## config.mk

```make
export PLATFORM = sky130hd
export DESIGN_NAME = jump_pc_unit
export DESIGN_NICKNAME = d
export VERILOG_FILES = /design/src/rtl/jump_pc_unit.sv
export SDC_FILE = /design/constraint.sdc
export NUM_CORES = 1
export LEC_CHECK = 0
export ABC_AREA = 1
export CORE_UTILIZATION = 48
export CTS_BUF_LIST = sky130_fd_sc_hd__clkbuf_16
export DETAILED_ROUTE_END_ITERATION = 10
export PLACE_DENSITY_LB_ADDON = 0.15
export RECOVER_POWER = 100
export SYNTH_ARGS = -nofsm -noshare
export SYNTH_HDL_FRONTEND = slang
export SYNTH_SLANG_ARGS = --single-unit
export TNS_END_PERCENT = 5
```

## constraint.sdc

```tcl
create_clock -name clk -period 1.7 [get_ports clk]
set_input_delay 0.17 -clock clk [delete_from_list [all_inputs] [get_ports clk]]
set_output_delay 0.17 -clock clk [all_outputs]
set_load 0.03 [all_outputs]
```

## src/rtl/jump_pc_unit.sv

```systemverilog
// jump_pc_unit: program counter with conditional-jump evaluation and a
// single-cycle flush bubble after each taken jump. A taken jump sets pc to
// a_reg and discards the one instruction already fetched behind it.
module jump_pc_unit #(
    parameter int WIDTH = 16
) (
    input  logic             clk,
    input  logic             rst_n,
    input  logic             en,
    input  logic             is_c_instr,
    input  logic [2:0]       jump_bits,
    input  logic             alu_zr,
    input  logic             alu_ng,
    input  logic [WIDTH-1:0] a_reg,
    output logic [WIDTH-1:0] pc,
    output logic             flush,
    output logic             jump_taken,
    output logic [15:0]      jump_count
);

    // RUN: normal sequential fetch. FLUSH: the instruction fetched behind a
    // taken jump is in flight and must be discarded.
    typedef enum logic {
        RUN   = 1'b0,
        FLUSH = 1'b1
    } state_e;

    state_e           state_q, state_d;
    logic [WIDTH-1:0] pc_q, pc_d;
    logic             jump_taken_q, jump_taken_d;
    logic [15:0]      jump_count_q, jump_count_d;

    logic             pos;
    logic             jump_cond;
    logic             take;

    // Decode the jump field against the ALU flags and qualify it into a take.
    always_comb begin
        pos       = ~alu_ng & ~alu_zr;
        jump_cond = (jump_bits[2] & alu_ng) |
                    (jump_bits[1] & alu_zr) |
                    (jump_bits[0] & pos);
        // A request seen while flushing is dropped, never remembered.
        take      = en & is_c_instr & jump_cond & (state_q == RUN);
    end

    // Next-state, next-pc, pulse and counter logic.
    always_comb begin
        // NOTE: every variable gets a hold/default value first so no path
        // through the case statement can leave it unassigned and infer a latch.
        state_d      = state_q;
        pc_d         = pc_q;
        jump_taken_d = take;
        jump_count_d = jump_count_q;

        unique case (state_q)
            RUN: begin
                if (take) begin
                    pc_d    = a_reg;
                    state_d = FLUSH;
                end else if (en) begin
                    pc_d = pc_q + WIDTH'(1);
                end
            end
            FLUSH: begin
                // Jump condition deliberately ignored here.
                if (en) begin
                    pc_d    = pc_q + WIDTH'(1);
                    state_d = RUN;
                end
            end
            default: begin
                state_d = RUN;
            end
        endcase

        if (take && (jump_count_q != 16'hFFFF)) begin
            jump_count_d = jump_count_q + 16'd1;
        end
    end

    // State registers; reset clears everything at once, aborting any flush
    // or pulse in progress.
    always_ff @(posedge clk or negedge rst_n) begin
        // NOTE: sequential state uses non-blocking assignments so all flops
        // sample their inputs from the same pre-edge values.
        if (!rst_n) begin
            state_q      <= RUN;
            pc_q         <= '0;
            jump_taken_q <= 1'b0;
            jump_count_q <= 16'd0;
        end else begin
            state_q      <= state_d;
            pc_q         <= pc_d;
            jump_taken_q <= jump_taken_d;
            jump_count_q <= jump_count_d;
        end
    end

    // Outputs come straight from flops; flush has no input-to-output path.
    always_comb begin
        pc         = pc_q;
        flush      = (state_q == FLUSH);
        jump_taken = jump_taken_q;
        jump_count = jump_count_q;
    end

endmodule

```

# Word level (Yosys, flattened, before mapping)
# Cells that the tools add are included.
[word_totals]
ff_bits = 34
inputBits = 25
elab_cells = 26
[op_classes]
addsub = 2
n_eq_ne = 1
muxes = 6
bitwise = 12
n_reduce_logical = 1
[ops]
columns = ["cell", "n"]
rows = [
  ["$add 16x1->16 const B", 2],
  ["$mux 16", 2],
  ["$pmux 16 s2", 1],
  ["$ne 16x16->1 const B", 1],
  ["$and 1x1->1", 7],
  ["$not 1->1", 3],
  ["$mux 1", 2],
  ["$or 1x1->1", 2],
  ["$pmux 1 s2", 1],
  ["$logic_and 1x1->1", 1],
]

# Logic depth before layout (Yosys ltp)
[logic_depth]
ltp_word = 8
mapped_depth = 10
mapped_depth_nobuf = 9

# Worst setup path before layout
# Ideal clock, no wire load.
[synth_path]
path_kind = "register -> register"
startpoint = "register jump_count_q[1] (netlist: jump_count[1])"
endpoint = "register jump_count_q[4] (netlist: jump_count[4])"
arrival_time_ns = 1.641
required_time_ns = 1.634
slack_ns = -0.007
path_stages_with_launch = 11
n_path_buf = 1
cell_sequence = "dfrtp_1 ha_1 nand2_1 nor2_4 nand2_2 nor2_4 nand2_2 nand2_4 buf_6 nand2_1 nand2_1"
[synth_between]
elab_chain_len = 2
elab_cells_between_ends = 3
classes_between = "1 x add/sub; 1 x eq/ne; 1 x reduce/logical"
[synth_rtl]
columns = ["element", "line_no", "source"]
rows = [
  ["start: declaration", "31", "logic [15:0] jump_count_q, jump_count_d;"],
  ["start signal: assignment", "96", "jump_count_q <= jump_count_d;"],
  ["branches (longest 2 deep; another with $add 16x1->16)", "-", ""],
]
# Parallel ways; which one is timed is not known.
# A chain may end at the register's enable or synchronous reset.

# Worst setup path after layout
[layout_path]
startpoint = "register pc_q[5] (netlist: pc[5])"
endpoint = "output pc[5]"
[layout_rtl]
columns = ["element", "line_no", "source"]
rows = [
  ["start: declaration", "29", "logic [WIDTH-1:0] pc_q, pc_d;"],
  ["start signal: assignment", "94", "pc_q <= pc_d;"],
  ["end: declaration", "15", "output logic [WIDTH-1:0] pc,"],
]
# No word-level cell between the ends.

==> impl_metrics.json <==
{
  "met1_usage_pct": 26.0,
  "slew_viol_final": 0,
  "crit_fanout": 5,
  "path_delay_family": "buffers and inverters",
  "vias": 2086,
  "pwr-share-seq_pct": 35.7,
  "maxCapViolations": 0,
  "hpwl_um": 3580,
  "cts_buffer_depth": 2,
  "swShare_pct": 38.4,
  "crit_arrival_ns": 1.45,
  "grt_use_met3_pct": 6.08,
  "rows": 23,
  "avgSynthCellArea_sq_um": 7.01,
  "finalCritPeriodShare_pct": 95.6,
  "grt_max_degree": 35,
  "p_switching_mw": 1.29,
  "grtUsageMet2_pct": 44.4,
  "antenna_found_initial": 0,
  "cts_tree": "yes",
  "p_comb_share_pct": 38.5,
  "cp_num_buf_inv": 1,
  "die_area_sq_mm": 0.00458,
  "grt_pass1_wl_um": 8160,
  "cp-end-kind": "primary output",
  "post_drt_wl_per_cell_um": 12.0,
  "track_usage_pct": 24.1,
  "ios": 59,
  "worst_pin_slew_ns": 0.842,
  "path_cells": "dlygate4sd3_1",
  "clock_sinks": 34,
  "post-route-util_pct": 71.6,
  "ys_seq_elements": 34,
  "hold_start": "a_reg[14]",
  "hold_depth": 3,
  "status": "completed",
  "fmax_mhz": 616,
  "syn_inst": 295,
  "power_per_cell_area_mw_per_mm2": 1160,
  "netlist_area_sq_mm": 0.00207,
  "viasPerCell": 5.01,
  "synth_cell_types": 26,
  "overflow": 0,
  "first_iter_violations": 104,
  "fp.dieH_um": 67.6,
  "gp_congestion": 0.848,
  "syn-num-nets": 322,
  "yosys_warnings": 0,
  "cts_inserted_buffers": 5,
  "cpMaxStageDelayCell": "dlygate4sd3_1",
  "dr.pass1.iters": 4,
  "fin_nets": 392,
  "ys_seq_area_share_pct": 41.1,
  "dp_cells": 408,
  "fin_worst_skew_ns": 0.00479,
  "core_sq_mm": 0.00406,
  "htree_levels": 2,
  "max_stage_delay_ns": 0.76,
  "start_util_pct": 51.0,
  "post_cts_buffers": 0,
  "post-route-drc-count": 0,
  "rsz0062_at_grt": "no",
  "fin_cells": 416,
  "holdBufCountCts": 0,
  "layout-drive-gt1-share_pct": 8.47,
  "worstPathRequired_ns": 1.53,
  "crit_type": "reg -> out",
  "cp-start-kind": "register",
  "final_hold_viol_count": 0,
  "cts_root_buf": "clkbuf_16",
  "leakage_nw": 1.33,
  "area_growth_pct": 40.5,
  "rr_startpoint": "jump_count[0]",
  "clkTransAtPathRegs_ns": 0.05,
  "busiest_layer": "met2",
  "grt_pass1_vias": 1898,
  "slew_headroom_pct": 43.9,
  "io_buffers": 58,
  "ir_drop_mv": 0.729,
  "cp.depth": 1,
  "crit_start": "pc[5]",
  "finalSetupViolCount": 0,
  "die_w_um": 67.6,
  "wl_um": 4990,
  "period_needed_ns": 1.62,
  "insertion_delay_ns": 0.28,
  "ant_nets": 0,
  "antenna_cells": 0,
  "p_int_mw": 2.07,
  "worstRegToRegCells": 8,
  "p_clk_share_pct": 25.8,
  "hp-class": "in -> reg"
}
[cells by family (layout without fill, tap and decap cells)]
group,after synthesis,in the layout,share of synthesized area [%]
and+or+nand+nor,202,202,41.8
DFF,34,34,41.1
buffers and inverters,28,99,5.69
xor gates and xnor gates,15,15,6.35
AOI/OAI and AO/OA,14,14,3.81
adders and majority gates,2,2,1.21
[power by group through the flow]
stage	logic, mW	clock network, mW	registers [mW]
after detailed placement	1.35	0	1.22
after CTS	1.36	0.899	1.21
after global placement	1.32	0	1.21
after floorplan	0.429	0	1.54
after global routing	1.41	0.922	1.24
final	1.29	0.866	1.20
[state kept, by name, summed over array words and instances (netlist names)]
signal	cells
jump_count	16
flush	1
jump_taken	1
pc	16
[through the flow]
step	TNS (ns)	power, mW	cell area, sq um	hold slack (ns)	worst slack [ns]
finish	0	3.36	2910	0.428	0.0756
global route	0	3.57	2910	0.435	0.0335
CTS	0	3.47	2920	0.322	0.0241
detailed placement	-0.244	2.57	2770	0.518	-0.0315
global placement	0	2.54	2770	0.519	0.0163
floorplan	0	1.97	2070	-0.126	0.104
[final cells by class]
| class | instances | area (sq um) |
|---|---|---|
| fillers | 351 | 1150 |
| multi-input cells | 233 | 1100 |
| flip-flops and latches | 34 | 853 |
| repair buffers | 69 | 664 |
| clock buffers | 5 | 125 |
| inverters | 22 | 82.6 |
| well taps | 50 | 62.6 |
| clock inverters | 3 | 16.3 |
[placed cells by master (no fill, tap or decap), drive strengths merged]
cell / netlist / routed
clkbuf: 1 / 8
inv: 22 / 22
buf: 5 / 9
nand2: 140 / 140
clkinv: 0 / 2
clkdlybuf4s50: 0 / 41
dlygate4sd3: 0 / 16
nand4: 9 / 9
dfrtp: 34 / 34
a21oi: 2 / 2
o21ai: 10 / 10
ha: 2 / 2
nor3: 2 / 2
nor2: 28 / 28
nand3: 21 / 21
nand3b: 2 / 2
clkinvlp: 0 / 1
a21o: 1 / 1
xor2: 3 / 3
o21a: 1 / 1
xnor2: 12 / 12
[synth_stat cells, drive strengths merged]
| library cell | count | area, sq um |
|---|---|---|
| clkbuf | 1 | 3.75 |
| a21o | 1 | 7.51 |
| inv | 22 | 82.6 |
| nand3 | 21 | 105 |
| o21a | 1 | 7.51 |
| nor3 | 2 | 15.0 |
| dfrtp | 34 | 851 |
| ha | 2 | 25.0 |
| nand2 | 140 | 543 |
| nand3b | 2 | 15.0 |
| a21oi | 2 | 13.8 |
| o21ai | 10 | 50.1 |
| buf | 5 | 31.3 |
| xnor2 | 12 | 105 |
| xor2 | 3 | 26.3 |
| nand4 | 9 | 56.3 |
| nor2 | 28 | 130 |
[path summary, 6_finish.rpt]
check                           endpoint  slack (ns)
max                                pc[5]        0.08
min                               pc[14]        0.43
max reg2reg                jump_count[0]        0.17
min reg2reg                        flush        0.52
max in group asynchronous  jump_count[1]        0.59
min in group asynchronous          pc[4]        0.53
[per-layer routing]
layer | part of all wire [%] | vias to the layer above
met5 | 0 | -
met1 | 42 | 958
met2 | 52 | 54
met4 | 1.1 | 0
li1 | - | 1069
met3 | 4.5 | 5
[repair_timing]
| item | 4_1_cts | 5_1_grt |
|---|---|---|
| endpoints found under the setup margin | 5 | 1 |
| endpoints found under the hold margin | 0 | 0 |
| resized for setup | 1 | 1 |
Note: power is estimated with default switching activity, not from simulation.
